--- config.mk ---
export PLATFORM = sky130hd
export DESIGN_NAME = chase_sequencer
export DESIGN_NICKNAME = d
export VERILOG_FILES = /design/src/rtl/chase_pkg.sv /design/src/rtl/tick_divider.sv /design/src/rtl/chase_sequencer.sv
export SDC_FILE = /design/constraint.sdc
export NUM_CORES = 1
export LEC_CHECK = 0
export BUFFER_PORTS_ARGS = -buffer_cell sky130_fd_sc_hd__clkbuf_2
export CAP_MARGIN = 20
export CORE_ASPECT_RATIO = 1.2
export CORE_MARGIN = 2
export CORE_UTILIZATION = 60
export DETAILED_ROUTE_END_ITERATION = 8
export GPL_TIMING_DRIVEN = 0
export PLACE_DENSITY = 0.9
export SLEW_MARGIN = 20
export SYNTH_ARGS = -nofsm -noshare
export SYNTH_HDL_FRONTEND = slang
export SYNTH_HIERARCHICAL = 1
export SYNTH_SLANG_ARGS = --single-unit
--- constraint.sdc ---
create_clock -name CLOCK -period 3.3 [get_ports CLOCK]
set_input_delay 0.66 -clock CLOCK [delete_from_list [all_inputs] [get_ports CLOCK]]
set_output_delay 0.66 -clock CLOCK [all_outputs]
set_load 0.03 [all_outputs]
--- src/rtl/chase_pkg.sv ---
// ----------------------------------------------------------------------------
// chase_pkg
//   Shared definitions for the seven-LED chaser controller:
//   - state_e        : controller state (STOP, RUN, HOLD)
//   - SPD_*          : active/requested speed codes as seen on SPEED
//   - DEF_*_DIV      : default clock cycles per LED step at 100 MHz
//   - NUM_LEDS/POS_W : chaser length and position counter width
//   - pos_onehot()   : position to one-hot LED pattern
// ----------------------------------------------------------------------------
package chase_pkg;

    typedef enum logic [1:0] {
        STOP = 2'd0,
        RUN  = 2'd1,
        HOLD = 2'd2
    } state_e;

    localparam logic [1:0] SPD_STOP = 2'd0;
    localparam logic [1:0] SPD_SLOW = 2'd1;
    localparam logic [1:0] SPD_MED  = 2'd2;
    localparam logic [1:0] SPD_FAST = 2'd3;

    // Cycles per step at 100 MHz: 0.37 Hz, 1.5 Hz, 6 Hz.
    localparam int unsigned DEF_SLOW_DIV = 270_270_270;
    localparam int unsigned DEF_MED_DIV  = 66_666_667;
    localparam int unsigned DEF_FAST_DIV = 16_666_667;

    localparam int unsigned NUM_LEDS = 7;
    localparam int unsigned POS_W    = 3;

    localparam logic [POS_W-1:0] POS_LAST = POS_W'(NUM_LEDS - 1);

    function automatic logic [NUM_LEDS-1:0] pos_onehot(input logic [POS_W-1:0] pos);
        logic [NUM_LEDS-1:0] v;
        v = '0;
        for (int unsigned i = 0; i < NUM_LEDS; i++) begin
            v[i] = (32'(pos) == i);
        end
        return v;
    endfunction

endpackage

--- src/rtl/tick_divider.sv ---
// ----------------------------------------------------------------------------
// tick_divider
//   Free-running step counter for the chaser. Counts while enabled, wraps to
//   zero at the terminal value and flags that cycle with a one-cycle tick.
//   While disabled the count is held, so a paused period resumes where it
//   left off.
//
//   clk      in   system clock
//   rst      in   synchronous, active-high reset
//   enable   in   count this cycle
//   clear    in   force count to zero (overrides enable, suppresses tick)
//   terminal in   last count value of a period (DIV - 1)
//   tick     out  high in the cycle whose edge wraps the count
// ----------------------------------------------------------------------------
module tick_divider #(
    parameter int unsigned WIDTH = 32
) (
    input  logic             clk,
    input  logic             rst,
    input  logic             enable,
    input  logic             clear,
    input  logic [WIDTH-1:0] terminal,
    output logic             tick
);

    logic [WIDTH-1:0] count_q;
    logic [WIDTH-1:0] count_d;
    logic             at_term;

    always_comb begin
        at_term = (count_q == terminal);
        tick    = enable && !clear && at_term;
        count_d = count_q;
        if (clear) begin
            count_d = '0;
        end else if (enable) begin
            count_d = at_term ? '0 : count_q + 1'b1;
        end
    end

    always_ff @(posedge clk) begin
        if (rst) begin
            count_q <= '0;
        end else begin
            count_q <= count_d;
        end
    end

endmodule

--- src/rtl/chase_sequencer.sv ---
// ----------------------------------------------------------------------------
// chase_sequencer
//   Single-clock controller for the LD9..LD15 chaser. Synchronises the speed
//   switches and pause button, resolves the speed request by priority, runs
//   the STOP/RUN/HOLD state machine and drives a registered one-hot LED
//   vector. Speed changes take effect only when a step period completes.
//
//   CLOCK     in   system clock
//   RESET     in   synchronous, active-high reset
//   SW        in   raw speed request: [2] fast, [1] medium, [0] slow
//   BTN_PAUSE in   debounced pause/resume button (rising edge = press)
//   LD        out  one-hot chaser, LD[0] = LD9 ... LD[6] = LD15
//   SPEED     out  active speed: 0 stopped, 1 slow, 2 medium, 3 fast
//   RUNNING   out  high while in RUN
//   TICK      out  one-cycle pulse coincident with each LED advance
// ----------------------------------------------------------------------------
module chase_sequencer
    import chase_pkg::*;
#(
    parameter int unsigned SLOW_DIV = DEF_SLOW_DIV,
    parameter int unsigned MED_DIV  = DEF_MED_DIV,
    parameter int unsigned FAST_DIV = DEF_FAST_DIV
) (
    input  logic                CLOCK,
    input  logic                RESET,
    input  logic [2:0]          SW,
    input  logic                BTN_PAUSE,
    output logic [NUM_LEDS-1:0] LD,
    output logic [1:0]          SPEED,
    output logic                RUNNING,
    output logic                TICK
);

    // Synchronisers and button edge detector
    logic [2:0] sw_meta_q,  sw_meta_d;
    logic [2:0] sw_sync_q,  sw_sync_d;
    logic       btn_meta_q, btn_meta_d;
    logic       btn_sync_q, btn_sync_d;
    logic       btn_prev_q, btn_prev_d;

    // Controller state
    state_e              state_q, state_d;
    logic [1:0]          speed_q, speed_d;
    logic [POS_W-1:0]    pos_q,   pos_d;
    logic [NUM_LEDS-1:0] ld_q,    ld_d;
    logic                tick_q,  tick_d;

    logic [1:0]  req;
    logic        pause_press;
    logic [31:0] terminal;
    logic        div_tick;
    logic        div_clear;
    logic        advance;

    always_comb begin
        sw_meta_d  = SW;
        sw_sync_d  = sw_meta_q;
        btn_meta_d = BTN_PAUSE;
        btn_sync_d = btn_meta_q;
        btn_prev_d = btn_sync_q;
    end

    assign pause_press = btn_sync_q && !btn_prev_q;

    // Highest set switch wins.
    always_comb begin
        if (sw_sync_q[2]) begin
            req = SPD_FAST;
        end else if (sw_sync_q[1]) begin
            req = SPD_MED;
        end else if (sw_sync_q[0]) begin
            req = SPD_SLOW;
        end else begin
            req = SPD_STOP;
        end
    end

    // Period follows the active speed, which only changes on a tick, so the
    // period in flight always completes at the rate it started with.
    always_comb begin
        case (speed_q)
            SPD_FAST: terminal = 32'(FAST_DIV - 1);
            SPD_MED:  terminal = 32'(MED_DIV - 1);
            default:  terminal = 32'(SLOW_DIV - 1);
        endcase
    end

    tick_divider #(
        .WIDTH (32)
    ) u_tick_divider (
        .clk      (CLOCK),
        .rst      (RESET),
        .enable   (state_q == RUN),
        .clear    (div_clear),
        .terminal (terminal),
        .tick     (div_tick)
    );

    always_comb begin
        state_d = state_q;
        speed_d = speed_q;
        pos_d   = pos_q;
        advance = 1'b0;

        case (state_q)
            STOP: begin
                // Pause presses are ignored here.
                if (req != SPD_STOP) begin
                    state_d = RUN;
                    speed_d = req;
                    pos_d   = '0;
                end
            end
            RUN: begin
                // A request of zero beats a coincident tick: no advance.
                if (req == SPD_STOP) begin
                    state_d = STOP;
                end else begin
                    if (div_tick) begin
                        advance = 1'b1;
                        speed_d = req;
                        pos_d   = (pos_q == POS_LAST) ? '0 : pos_q + 1'b1;
                    end
                    if (pause_press) begin
                        state_d = HOLD;
                    end
                end
            end
            HOLD: begin
                if (req == SPD_STOP) begin
                    state_d = STOP;
                end else if (pause_press) begin
                    state_d = RUN;
                end
            end
            default: begin
                state_d = STOP;
            end
        endcase

        if (state_d == STOP) begin
            speed_d = SPD_STOP;
            pos_d   = '0;
        end

        // Count is cleared whenever the next state is STOP, which also
        // guarantees a zero count on the following STOP->RUN entry.
        div_clear = (state_d == STOP);

        // LD is computed from next-state values so it lands on the same edge
        // as pos and TICK, with no decode glitch on the wrap.
        ld_d   = (state_d == STOP) ? '0 : pos_onehot(pos_d);
        tick_d = advance;
    end

    always_ff @(posedge CLOCK) begin
        if (RESET) begin
            sw_meta_q  <= '0;
            sw_sync_q  <= '0;
            btn_meta_q <= 1'b0;
            btn_sync_q <= 1'b0;
            btn_prev_q <= 1'b0;
            state_q    <= STOP;
            speed_q    <= SPD_STOP;
            pos_q      <= '0;
            ld_q       <= '0;
            tick_q     <= 1'b0;
        end else begin
            sw_meta_q  <= sw_meta_d;
            sw_sync_q  <= sw_sync_d;
            btn_meta_q <= btn_meta_d;
            btn_sync_q <= btn_sync_d;
            btn_prev_q <= btn_prev_d;
            state_q    <= state_d;
            speed_q    <= speed_d;
            pos_q      <= pos_d;
            ld_q       <= ld_d;
            tick_q     <= tick_d;
        end
    end

    assign LD      = ld_q;
    assign SPEED   = speed_q;
    assign RUNNING = (state_q == RUN);
    assign TICK    = tick_q;

endmodule
==> results of run 1 <==
==> critical path: stages, from the launching register on <==
cell and delay (ns):
sky130_fd_sc_hd__dfxtp_2 0.42, sky130_fd_sc_hd__clkinvlp_4 0.23, sky130_fd_sc_hd__xor2_1 0.20, sky130_fd_sc_hd__nor4_1 0.41
sky130_fd_sc_hd__nand4_1 0.27, sky130_fd_sc_hd__or4_1 0.55, sky130_fd_sc_hd__nor2_4 0.20, sky130_fd_sc_hd__and2b_1 0.18
sky130_fd_sc_hd__a211oi_1 0.08, sky130_fd_sc_hd__or3_4 0.41, sky130_fd_sc_hd__nor3b_2 0.17
==> registers in the layout (all words and copies together), names as in the netlist <==
register,count
u_tick_divider/count_q,32
LD,7
pos_q,3
sw_meta_q,3
sw_sync_q,3
SPEED,2
state_q,2
TICK,1
btn_meta_q,1
btn_prev_d,1
btn_prev_q,1
==> metrics by stage <==
step           cells  setup TNS (ns)  setup slack, ns  hold WS [ns]  total power [mW]
5_1_grt          401         -0.5494          -0.1367        0.4704             1.186
2_1_floorplan    319               0           0.2074        0.4138            0.7642
3_3_place_gp     393               0           0.1149        0.4172            0.7813
3_5_place_dp     393               0          0.05587        0.4342            0.7843
4_1_cts          400               0          0.02725        0.4588             1.144
6_report         401               0          0.06506        0.4540             1.153
==> logic make-up (layout without fill, tap and decap cells) <==
family	after synthesis	after routing	share of synthesized area, %
AO/OA/AOI/OAI	18	18	5.669
AND/OR/NAND/NOR	154	154	31.09
flip-flops	56	56	39.68
multiplexers	1	1	0.3543
XOR/XNOR	63	63	19.53
buffers and inverters	15	39	2.967
adder cells (fa/ha/maj)	1	1	0.4428
other	2	11	0.2658
==> final cells by class <==
cell class                 count  share of cell area, %
multi-input combinational    248                  53.21
sequential                    56                  35.78
timing repair buffer          17                  3.191
tap                           58                  2.314
clock buffer                   5                  2.194
buffer                         9                  1.955
inverter                       6                 0.8377
clock inverter                 2                 0.5185
==> layout by cell type, fill, tap and decap left out, drive strengths merged, types with 2 or more instances in the layout <==
cell,n
nand2b,2
nor3b,2
clkinvlp,2
xor2,51
o21ai,4
buf,8
and2,2
nand3,12
nor4,10
a211oi,2
or3,2
nand2,17
and4,2
conb,11
and2b,3
a31oi,2
nor3,12
a21oi,2
xnor2,12
nor2b,11
o21a,2
and3,7
nor2,48
inv,6
clkbuf,23
dfxtp,56
nand4,20
==> routing by layer <==
layer	GRT usage, %	vias to the layer above
met1	26.34	1073
met4	8.980	0
li1	-	1121
met5	0	-
met3	3.683	10
met2	44.60	46
==> where the power goes <==
part           leakage (nW)  switching (mW)  total [mW]  internal (mW)
Clock                0.0406           0.231       0.379          0.148
Combinational         0.715          0.0528      0.0845         0.0317
Sequential            0.454         0.00621       0.689          0.683
==> path summary, 6_finish.rpt <==
kind	start	end	slack, ns	depth (start not counted)
worst min-delay path	sw_meta_q[1]	sw_sync_q[1]	0.45	1
worst min register to register	sw_meta_q[1]	sw_sync_q[1]	0.45	1
worst max-delay path	SPEED[1]	LD[0]	0.07	10
worst max register to register	SPEED[1]	LD[0]	0.07	10
==> what timing repair did <==
| item | CTS | global route |
|---|---|---|
| setup endpoints to repair | 8 | 10 |
| resized for setup | 1 | 5 |
| gates cloned | 0 | 0 |
| buffers inserted | 0 | 1 |
| pin swaps | 0 | 0 |
==> results.sh, run 1 <==
export IMPL_tritoncts_num_sinks=56
export IMPL_yosys_area_top_type_share_pct=39.68
export IMPL_met1Wirelength_mm=2.308
export IMPL_row_count=27
export IMPL_clockRootBuffer="sky130_fd_sc_hd__clkbuf_8"
export IMPL_worstSetupStartpointType="flip-flop"
export IMPL_detail_route_iter0_violations=138
export IMPL_finish_net_count=350
export IMPL_tritoncts_clock_tree="built"
export IMPL_top_cells_by_count_synth="56 x sky130_fd_sc_hd__dfxtp_1, 51 x sky130_fd_sc_hd__xor2_1, 46 x sky130_fd_sc_hd__nor2_1, 20 x sky130_fd_sc_hd__nand4_1, 17 x sky130_fd_sc_hd__nand2_1"
export IMPL_power_density_mw_per_mm2=367.6
export IMPL_max_slew_margin_pct=60.98
export IMPL_holdCritPathClass="flip-flop to flip-flop"
export IMPL_met2RoutedLength_mm=3.281
export IMPL_core_area_sq_mm=0.004561
export IMPL_met3WireLength_um=205
export IMPL_clk_pin_slew_worst_paths_ns=0.10
export IMPL_cts_hold_buf=0
export IMPL_die_h_um=79.17
export IMPL_placed_cell_area_sq_mm=0.003012
export IMPL_criticalPathCategory="flip-flop to flip-flop"
export IMPL_crit_path_time_final_ns=3.235
export IMPL_synthArstFlopShare_pct=0
export IMPL_clock_latency_ns=0.32
export IMPL_routed_wl_mm=5.916
export IMPL_timing_critical_path_to_type="flip-flop"
export IMPL_place_congestion=0.9001
export IMPL_grt_max_degree=18
export IMPL_yosysMostFrequentCell="sky130_fd_sc_hd__dfxtp_1"
export IMPL_seq_area_sq_mm=0.001122
export IMPL_post_synth_top_area_cell="sky130_fd_sc_hd__dfxtp_1"
export IMPL_status="complete, no violations"
export IMPL_postSynthCellCount=310
export IMPL_vias=2250
export IMPL_yosys_register_bits=56
export IMPL_yosysUniqueCellTypes=46
export IMPL_drt_drc_violations_left=0
export IMPL_design_die_area_sq_mm=0.005276
export IMPL_multi_input_comb_area_sq_mm=0.001669
export IMPL_fill_cells=359
export IMPL_final_hold_viol_count=0
export IMPL_area_of_the_mapped_netlist_sq_mm=0.002825
export IMPL_fin_crit_share_pct=98.03
export IMPL_synth_seq_area_share_pct=39.68
export IMPL_timing_critical_path_arrival_ns=3.45
export IMPL_io_buffer_count=16
export IMPL_num_antenna_cells=0
export IMPL_finalInstanceArea_sq_mm=0.003137
export IMPL_floorplan_initialDensity_pct=61.95
export IMPL_grt_pass1_vias=2195
export IMPL_max_slew_worst_pin_slew_ns=0.5810
export IMPL_ant_nets=0
export IMPL_ioPinCount=17
export IMPL_timing_final_setup_violations=0
export IMPL_ys_warn_count=6
export IMPL_cts_max_level=2
export IMPL_clock_path_buffers=2
export IMPL_timing_clock_skew_ns=0.007636
export IMPL_antenna_violations_before_repair=0
export IMPL_worstPathMaxFanout=8
export IMPL_grt_first_pass_wirelength_mm=9.756
export IMPL_grt_overflow=0
export IMPL_drv_slew=0
export IMPL_place_detailed_hpwl_mm=4.237
export IMPL_vdd_ir_drop_max_mv=0.3375
export IMPL_syn_to_final_growth_pct=11.03
export IMPL_first_pass_iters=4
export IMPL_number_of_synthesized_flops_with_an_enable_pin=0
export IMPL_power_static_leakage_nw=1.210
export IMPL_number_of_buffers_added_by_the_clock_tree_synthesis_step=5
export IMPL_global_route_usage_total_pct=23.82
export IMPL_synth_area_leaders="sky130_fd_sc_hd__dfxtp_1 40%, sky130_fd_sc_hd__xor2_1 16%, sky130_fd_sc_hd__nor2_1 6.1%, sky130_fd_sc_hd__nand4_1 4.4%, sky130_fd_sc_hd__xnor2_1 3.7%"
export IMPL_ratio_of_routed_vias_to_standard_cells=5.611
export IMPL_final_layout_size_suffix_gt1_share_pct=16.62
export IMPL_routed_top_layer="met4"
export IMPL_max_clock_freq_mhz=309.1
export IMPL_routedWlPerCell_um=14.75
export IMPL_final_core_utilization_pct=68.78
export IMPL_syn_avg_cell_area_sq_um=9.114
export IMPL_die_width_um=66.64
export IMPL_synth_main_ff_cell="sky130_fd_sc_hd__dfxtp_1"
export IMPL_drv_cap=0
export IMPL_required_ns=3.51
Note: power is estimated with default switching activity, not from simulation.
==> run 2: changes to the inputs <==
--- a/config.mk
+++ b/config.mk
@@ -5,14 +5,15 @@
 export SDC_FILE = /design/constraint.sdc
 export NUM_CORES = 1
 export LEC_CHECK = 0
+export ABC_AREA = 1
 export BUFFER_PORTS_ARGS = -buffer_cell sky130_fd_sc_hd__clkbuf_2
 export CAP_MARGIN = 20
 export CORE_ASPECT_RATIO = 1.2
 export CORE_MARGIN = 2
-export CORE_UTILIZATION = 60
+export CORE_UTILIZATION = 61
 export DETAILED_ROUTE_END_ITERATION = 8
 export GPL_TIMING_DRIVEN = 0
-export PLACE_DENSITY = 0.9
+export PLACE_DENSITY = 0.91
 export SLEW_MARGIN = 20
 export SYNTH_ARGS = -nofsm -noshare
 export SYNTH_HDL_FRONTEND = slang
==> run 2 against run 1 <==
Effect of this change: worst setup slack improved by 0.29 ns; global-route usage rose by 1.4 points; synthesized cell count rose by 55%; hold slack got worse by 0.046 ns; utilization rose by 2.2 points; final cell count rose by 45%; register-to-register slack improved by 0.29 ns; total power rose by 5.3%; design area rose by 13%; wire length rose by 19%; clock skew fell by 0.0030 ns; area after synthesis rose by 14%; largest power group unchanged.
==> results.sh, run 2 <==
export IMPL_status="complete, no violations"
export IMPL_min_path_cells=2
export IMPL_place_detailed_hpwl_mm=5.419
export IMPL_synth_area_leaders="sky130_fd_sc_hd__dfxtp_1 35%, sky130_fd_sc_hd__nand2_1 14%, sky130_fd_sc_hd__nor2_1 10%, sky130_fd_sc_hd__inv_1 8.6%, sky130_fd_sc_hd__xor2_1 6.0%"
export IMPL_first_pass_iters=6
export IMPL_met2RoutedLength_mm=3.685
export IMPL_worst_r2r_startpoint="SPEED[1]"
export IMPL_core_area_sq_mm=0.005010
export IMPL_global_route_usage_total_pct=25.21
export IMPL_regToRegSetupSlack_ns=0.35
export IMPL_routed_wl_mm=7.027
export IMPL_top_cells_by_count_synth="124 x sky130_fd_sc_hd__nand2_1, 88 x sky130_fd_sc_hd__nor2_1, 74 x sky130_fd_sc_hd__inv_1, 56 x sky130_fd_sc_hd__dfxtp_1, 22 x sky130_fd_sc_hd__xor2_1"
export IMPL_number_of_synthesized_flops_with_an_enable_pin=0
export IMPL_vias=2899
export IMPL_cts_max_level=2
export IMPL_postSynthCellCount=482
export IMPL_met1Wirelength_mm=2.937
export IMPL_worstPathMaxFanout=19
export IMPL_clk_pin_slew_worst_paths_ns=0.09
export IMPL_timing_critical_path_to_type="flip-flop"
export IMPL_detailedPlace_worstSlack_ns=0.02029
export IMPL_final_layout_size_suffix_gt1_share_pct=13.79
export IMPL_final_common_cell="sky130_fd_sc_hd__nand2_1"
export IMPL_yosysMostFrequentCell="sky130_fd_sc_hd__nand2_1"
export IMPL_num_antenna_cells=0
export IMPL_post_place_cells=574
export IMPL_clockRootBuffer="sky130_fd_sc_hd__clkbuf_8"
export IMPL_drv_slew=0
export IMPL_crit_path_time_final_ns=2.946
export IMPL_max_slew_worst_pin_slew_ns=0.6591
export IMPL_clock_path_buffers=2
export IMPL_max_clock_freq_mhz=339.5
export IMPL_fin_tns_setup_ns=0
export IMPL_largest_reg_flops=32
export IMPL_ioPinCount=17
export IMPL_synth_seq_area_share_pct=34.82
export IMPL_drv_cap=0
export IMPL_floorplan_initialDensity_pct=64.26
export IMPL_row_count=28
export IMPL_timing_final_setup_violations=0
export IMPL_holdCritPathClass="flip-flop to flip-flop"
export IMPL_grt_pass1_vias=2726
export IMPL_tritoncts_num_sinks=56
export IMPL_fill_cells=397
export IMPL_grt_first_pass_wirelength_mm=12.01
export IMPL_required_ns=3.54
export IMPL_yosys_area_top_type_share_pct=34.82
export IMPL_clock_latency_ns=0.30
export IMPL_timing_critical_path_arrival_ns=3.19
export IMPL_place_congestion=0.9209
export IMPL_hp_start="sw_meta_q[1]"
export IMPL_final_hold_viol_count=0
export IMPL_instances_no_fill=582
export IMPL_yosysUniqueCellTypes=34
export IMPL_area_of_the_mapped_netlist_sq_mm=0.003219
export IMPL_worstHoldEndpoint="sw_sync_q[1]"
export IMPL_cts_hold_buf=0
export IMPL_post_route_worst_setup_slack_ns=0.3542
export IMPL_placed_cell_area_sq_mm=0.003435
export IMPL_grt_max_degree=20
export IMPL_post_synth_top_area_cell="sky130_fd_sc_hd__dfxtp_1"
export IMPL_io_buffer_count=16
export IMPL_routedWlPerCell_um=12.07
export IMPL_max_slew_margin_pct=56.01
export IMPL_synthArstFlopShare_pct=0
export IMPL_die_h_um=83.58
export IMPL_rsz0062_at_grt="no"
export IMPL_timing_clock_skew_ns=0.004593
export IMPL_met3WireLength_um=305
export IMPL_power_density_mw_per_mm2=341.5
export IMPL_finish_net_count=528
export IMPL_antenna_violations_before_repair=0
export IMPL_design_die_area_sq_mm=0.005877
export IMPL_fin_crit_share_pct=89.27
export IMPL_criticalPathCategory="flip-flop to flip-flop"
export IMPL_routed_top_layer="met4"
export IMPL_ys_warn_count=6
export IMPL_synth_main_ff_cell="sky130_fd_sc_hd__dfxtp_1"
export IMPL_number_of_buffers_added_by_the_clock_tree_synthesis_step=5
export IMPL_r2r_worst_path_cells=18
export IMPL_regMostFlops="u_tick_divider/count_q"
export IMPL_die_width_um=70.32
export IMPL_syn_to_final_growth_pct=10.42
export IMPL_drt_drc_violations_left=0
export IMPL_finalInstanceArea_sq_mm=0.003555
export IMPL_grt_overflow=0
export IMPL_ant_nets=0
export IMPL_power_static_leakage_nw=1.600
export IMPL_worst_r2r_endpoint="LD[5]"
export IMPL_detail_route_iter0_violations=191
export IMPL_yosys_register_bits=56
export IMPL_ratio_of_routed_vias_to_standard_cells=4.981
export IMPL_tritoncts_clock_tree="built"
export IMPL_final_cell_mix="124 x sky130_fd_sc_hd__nand2_1, 87 x sky130_fd_sc_hd__nor2_1, 74 x sky130_fd_sc_hd__inv_1, 56 x sky130_fd_sc_hd__dfxtp_1, 22 x sky130_fd_sc_hd__xor2_1"
export IMPL_syn_avg_cell_area_sq_um=6.679
export IMPL_worstSetupStartpointType="flip-flop"
export IMPL_vdd_ir_drop_max_mv=0.3379
[run 2: cell count changes after synthesis, moves of 11 or more]
cell	previous run	this run
sky130_fd_sc_hd__xor2_1	51	22
sky130_fd_sc_hd__nand4_1	20	6
sky130_fd_sc_hd__nor2b_1	11	0
sky130_fd_sc_hd__nand2_1	17	124
sky130_fd_sc_hd__nor2_1	46	88
sky130_fd_sc_hd__inv_1	6	74
[run 2: stage by stage]
stage | hold slack (ns) | util, % | total power [mW]
4_1_cts | 0.4095 | 70.75 | 1.224
2_1_floorplan | 0.3883 | - | 0.7677
3_5_place_dp | 0.3965 | 68.56 | 0.7886
6_report | 0.4079 | 70.95 | 1.214
3_3_place_gp | 0.3904 | 68.56 | 0.7857
5_1_grt | 0.4178 | 70.95 | 1.257
[run 2: where the power goes]
part / total [mW] / leakage, nW / internal [mW] / switching, mW
logic: 0.0876 / 1.09 / 0.0288 / 0.0588
registers: 0.687 / 0.453 / 0.683 / 0.00434
clock network: 0.439 / 0.0552 / 0.226 / 0.213
total: 1.21 / 1.60 / 0.937 / 0.276
[run 2: logic make-up (layout without fill, tap and decap cells)]
kind of cell	count (synthesis)	in the layout	share of synthesized area (%)
AOI/OAI and AO/OA	20	20	4.198
xor gates and xnor gates	33	33	8.978
adders and majority gates	1	1	0.3886
buffers and inverters	86	110	10.80
DFF	56	56	34.82
other	2	18	0.2333
and+or+nand+nor	284	284	40.58
[run 2: worst max-delay path: stages, from the launching register on]
cell,delay [ns]
sky130_fd_sc_hd__dfxtp_1,0.44
sky130_fd_sc_hd__inv_1,0.34
sky130_fd_sc_hd__nor2_4,0.29
sky130_fd_sc_hd__inv_1,0.12
sky130_fd_sc_hd__nand2_1,0.08
sky130_fd_sc_hd__nand2_1,0.05
sky130_fd_sc_hd__nor2_1,0.10
sky130_fd_sc_hd__nand2_1,0.06
sky130_fd_sc_hd__nor2_1,0.19
sky130_fd_sc_hd__nand3_2,0.15
sky130_fd_sc_hd__nor3_2,0.32
sky130_fd_sc_hd__nand2_2,0.13
sky130_fd_sc_hd__a21oi_2,0.12
sky130_fd_sc_hd__nand2_1,0.07
sky130_fd_sc_hd__nand2_1,0.07
sky130_fd_sc_hd__nand2_2,0.08
sky130_fd_sc_hd__nand2_4,0.10
sky130_fd_sc_hd__nand3_2,0.07
sky130_fd_sc_hd__nor2_1,0.09
[run 2: final cells by class]
| cell class | instances | area (sq um) | share of cell area (%) |
|---|---|---|---|
| Clock inverter | 2 | 35.03 | 0.9856 |
| Multi-Input combinational cell | 356 | 1823 | 51.28 |
| Sequential cell | 56 | 1121 | 31.54 |
| Clock buffer | 6 | 72.57 | 2.042 |
| Buffer | 5 | 41.29 | 1.162 |
| Tap cell | 60 | 75.07 | 2.112 |
| Timing Repair Buffer | 16 | 80.08 | 2.253 |
| Inverter | 81 | 306.5 | 8.624 |
[run 2: what timing repair did]
| item | CTS | global route |
|---|---|---|
| endpoints found under the setup margin | 2 | 12 |
| gates resized for setup | 1 | 2 |
| buffers inserted | 0 | 0 |
[run 2: how the worst max path moves through the flow]
stage | cells after the start | slack (ns) | startpoint | to
after floorplan | 16 | 0.46 | SPEED[1] | LD[6]
after global placement | 14 | 0.09 | SPEED[1] | LD[6]
after detailed placement | 16 | 0.02 | SPEED[1] | LD[5]
after CTS | 16 | 0.14 | SPEED[1] | LD[5]
after global routing | 16 | 0.08 | SPEED[1] | LD[5]
final | 18 | 0.35 | SPEED[1] | LD[5]
[run 2: per-layer routing]
layer | GRT usage [%] | vias to the layer above
li1 | - | 1506
met1 | 28.98 | 1289
met2 | 46.74 | 92
met3 | 3.744 | 12
met4 | 8.392 | 0
met5 | 0 | -
==> run 3: changes to the inputs <==
--- a/config.mk
+++ b/config.mk
@@ -6,14 +6,16 @@
 export NUM_CORES = 1
 export LEC_CHECK = 0
 export ABC_AREA = 1
-export BUFFER_PORTS_ARGS = -buffer_cell sky130_fd_sc_hd__clkbuf_2
+export BUFFER_PORTS_ARGS = -buffer_cell sky130_fd_sc_hd__buf_2
 export CAP_MARGIN = 20
 export CORE_ASPECT_RATIO = 1.2
 export CORE_MARGIN = 2
 export CORE_UTILIZATION = 61
+export CTS_CLUSTER_DIAMETER = 80
 export DETAILED_ROUTE_END_ITERATION = 8
 export GPL_TIMING_DRIVEN = 0
 export PLACE_DENSITY = 0.91
+export SKIP_LAST_GASP = 1
 export SLEW_MARGIN = 20
 export SYNTH_ARGS = -nofsm -noshare
 export SYNTH_HDL_FRONTEND = slang
==> run 3 against run 2 <==
Effect of this change: critical path depth down 2; sequential power about the same; global-route usage down 0.36 points; clock power down 7.1%; clock skew up 0.0044 ns; maximum frequency up 2.2%; non-clock buffer count unchanged; sequential share of layout area up 0.067 points; sequential cell count unchanged; worst setup slack better by 0.062 ns; via count up 2.3%; count of clock-buffer cells in the layout unchanged; critical endpoint is now LD[1]; largest cell class unchanged.
==> results.sh, run 3 (synthesized netlist as in run 2, its figures left out) <==
export IMPL_final_core_utilization_pct=70.80
export IMPL_place_congestion=0.9242
export IMPL_regMostFlops="u_tick_divider/count_q"
export IMPL_final_hold_viol_count=0
export IMPL_required_ns=3.56
export IMPL_final_layout_size_suffix_gt1_share_pct=13.98
export IMPL_tritoncts_clock_tree="built"
export IMPL_timing_final_setup_violations=0
export IMPL_detailedPlace_worstSlack_ns=-0.009920
export IMPL_drv_cap=0
export IMPL_criticalPathCategory="flip-flop to flip-flop"
export IMPL_core_area_sq_mm=0.005010
export IMPL_max_clock_freq_mhz=346.8
export IMPL_floorplan_initialDensity_pct=64.26
export IMPL_clock_path_buffers=2
export IMPL_die_h_um=83.58
export IMPL_max_slew_margin_pct=58.67
export IMPL_routed_wl_mm=7.061
export IMPL_worstSetupStartpointType="flip-flop"
export IMPL_grt_overflow=0
export IMPL_tritoncts_num_sinks=56
export IMPL_finalPower_mw=1.183
export IMPL_finish_net_count=528
export IMPL_status="complete, no violations"
export IMPL_vias=2967
export IMPL_grt_pass1_vias=2774
export IMPL_timing_clock_skew_ns=0.009043
export IMPL_power_density_mw_per_mm2=333.6
export IMPL_grt_max_degree=20
export IMPL_detail_route_iter0_violations=190
export IMPL_routedWlPerCell_um=12.13
export IMPL_post_route_worst_setup_slack_ns=0.4162
export IMPL_final_hold_worst_slack_ns=0.4080
export IMPL_max_slew_worst_pin_slew_ns=0.6193
export IMPL_row_count=28
export IMPL_die_width_um=70.32
export IMPL_clockRootBuffer="sky130_fd_sc_hd__clkbuf_8"
export IMPL_worstPathMaxFanout=19
export IMPL_crit_path_time_final_ns=2.884
export IMPL_holdCritPathClass="flip-flop to flip-flop"
export IMPL_num_antenna_cells=0
export IMPL_clk_pin_slew_worst_paths_ns=0.10
export IMPL_vdd_ir_drop_max_mv=0.3172
export IMPL_timing_critical_path_to_type="flip-flop"
export IMPL_final_cell_mix="124 x sky130_fd_sc_hd__nand2_1, 87 x sky130_fd_sc_hd__nor2_1, 74 x sky130_fd_sc_hd__inv_1, 56 x sky130_fd_sc_hd__dfxtp_1, 22 x sky130_fd_sc_hd__xor2_1"
export IMPL_timing_critical_path_arrival_ns=3.14
export IMPL_ratio_of_routed_vias_to_standard_cells=5.098
export IMPL_clock_latency_ns=0.31
export IMPL_fin_crit_share_pct=87.39
export IMPL_io_buffer_count=16
export IMPL_first_pass_iters=5
export IMPL_ioPinCount=17
export IMPL_cts_hold_buf=0
export IMPL_rsz0062_at_grt="no"
export IMPL_cts_max_level=2
export IMPL_largest_reg_flops=32
export IMPL_grt_first_pass_wirelength_mm=11.89
export IMPL_fill_cells=408
export IMPL_ant_nets=0
export IMPL_drv_slew=0
export IMPL_power_static_leakage_nw=1.605
export IMPL_design_die_area_sq_mm=0.005877
export IMPL_global_route_usage_total_pct=24.85
export IMPL_final_common_cell="sky130_fd_sc_hd__nand2_1"
export IMPL_antenna_violations_before_repair=0
export IMPL_syn_to_final_growth_pct=10.18
export IMPL_drt_drc_violations_left=0
export IMPL_number_of_buffers_added_by_the_clock_tree_synthesis_step=5
export IMPL_place_detailed_hpwl_mm=5.337
run 3: report_power, final:
part	total (mW)	switching (mW)	leakage, nW	internal, mW
Clock	0.408	0.232	0.0522	0.176
Sequential	0.687	0.00410	0.453	0.683
Combinational	0.0877	0.0589	1.10	0.0288
run 3: worst paths after layout:
kind,slack (ns),startpoint,cells past startpoint,to
worst max-delay path,0.42,SPEED[1],16,LD[1]
worst min-delay path,0.41,sw_meta_q[1],2,sw_sync_q[1]
worst max register to register,0.42,SPEED[1],16,LD[1]
worst min register to register,0.41,sw_meta_q[1],2,sw_sync_q[1]
run 3: cell type report:
cell class	instances	area (sq um)	share of cell area [%]
flip-flops and latches	56	1121	31.61
inverters	81	306.5	8.642
well taps	60	75.07	2.116
multi-input cells	356	1823	51.39
clock inverters	2	17.52	0.4938
clock buffers	6	82.58	2.328
repair buffers	16	80.08	2.257
plain buffers	5	41.29	1.164
run 3: repair_timing:
action	CTS	global route
endpoints found under the setup margin	4	11
hold endpoints to repair	0	0
resized for setup	1	2
setup buffers	0	0
run 3: per-stage QoR:
step,TNS [ns],area (sq um),std cells
after floorplan,0,3279,498
after global placement,0,3435,574
after detailed placement,-0.009920,3435,574
after CTS,0,3537,582
after global routing,0,3547,582
final,0,3547,582
run 3: critical path, stage by stage (launching register included):
cell                      delay, ns
sky130_fd_sc_hd__dfxtp_1       0.42
sky130_fd_sc_hd__inv_1         0.31
sky130_fd_sc_hd__nor2_4        0.30
sky130_fd_sc_hd__inv_1         0.12
sky130_fd_sc_hd__xnor2_1       0.20
sky130_fd_sc_hd__nand2_1       0.10
sky130_fd_sc_hd__nor2_1        0.13
sky130_fd_sc_hd__nand3_1       0.17
sky130_fd_sc_hd__nor3_2        0.38
sky130_fd_sc_hd__nand2_2       0.12
sky130_fd_sc_hd__a21oi_2       0.12
sky130_fd_sc_hd__nand2_1       0.06
sky130_fd_sc_hd__nand2_1       0.07
sky130_fd_sc_hd__nand2_2       0.08
sky130_fd_sc_hd__nand2_4       0.10
sky130_fd_sc_hd__nand3_2       0.07
sky130_fd_sc_hd__nor2_1        0.09
run 3: metal layers:
layer / vias up / GRT usage (%) / routed length [um]
li1: 1508 / - / -
met1: 1342 / 27.84 / 2972
met2: 97 / 45.20 / 3541
met3: 20 / 4.227 / 317
met4: 0 / 11.01 / 230
met5: - / 0 / 0
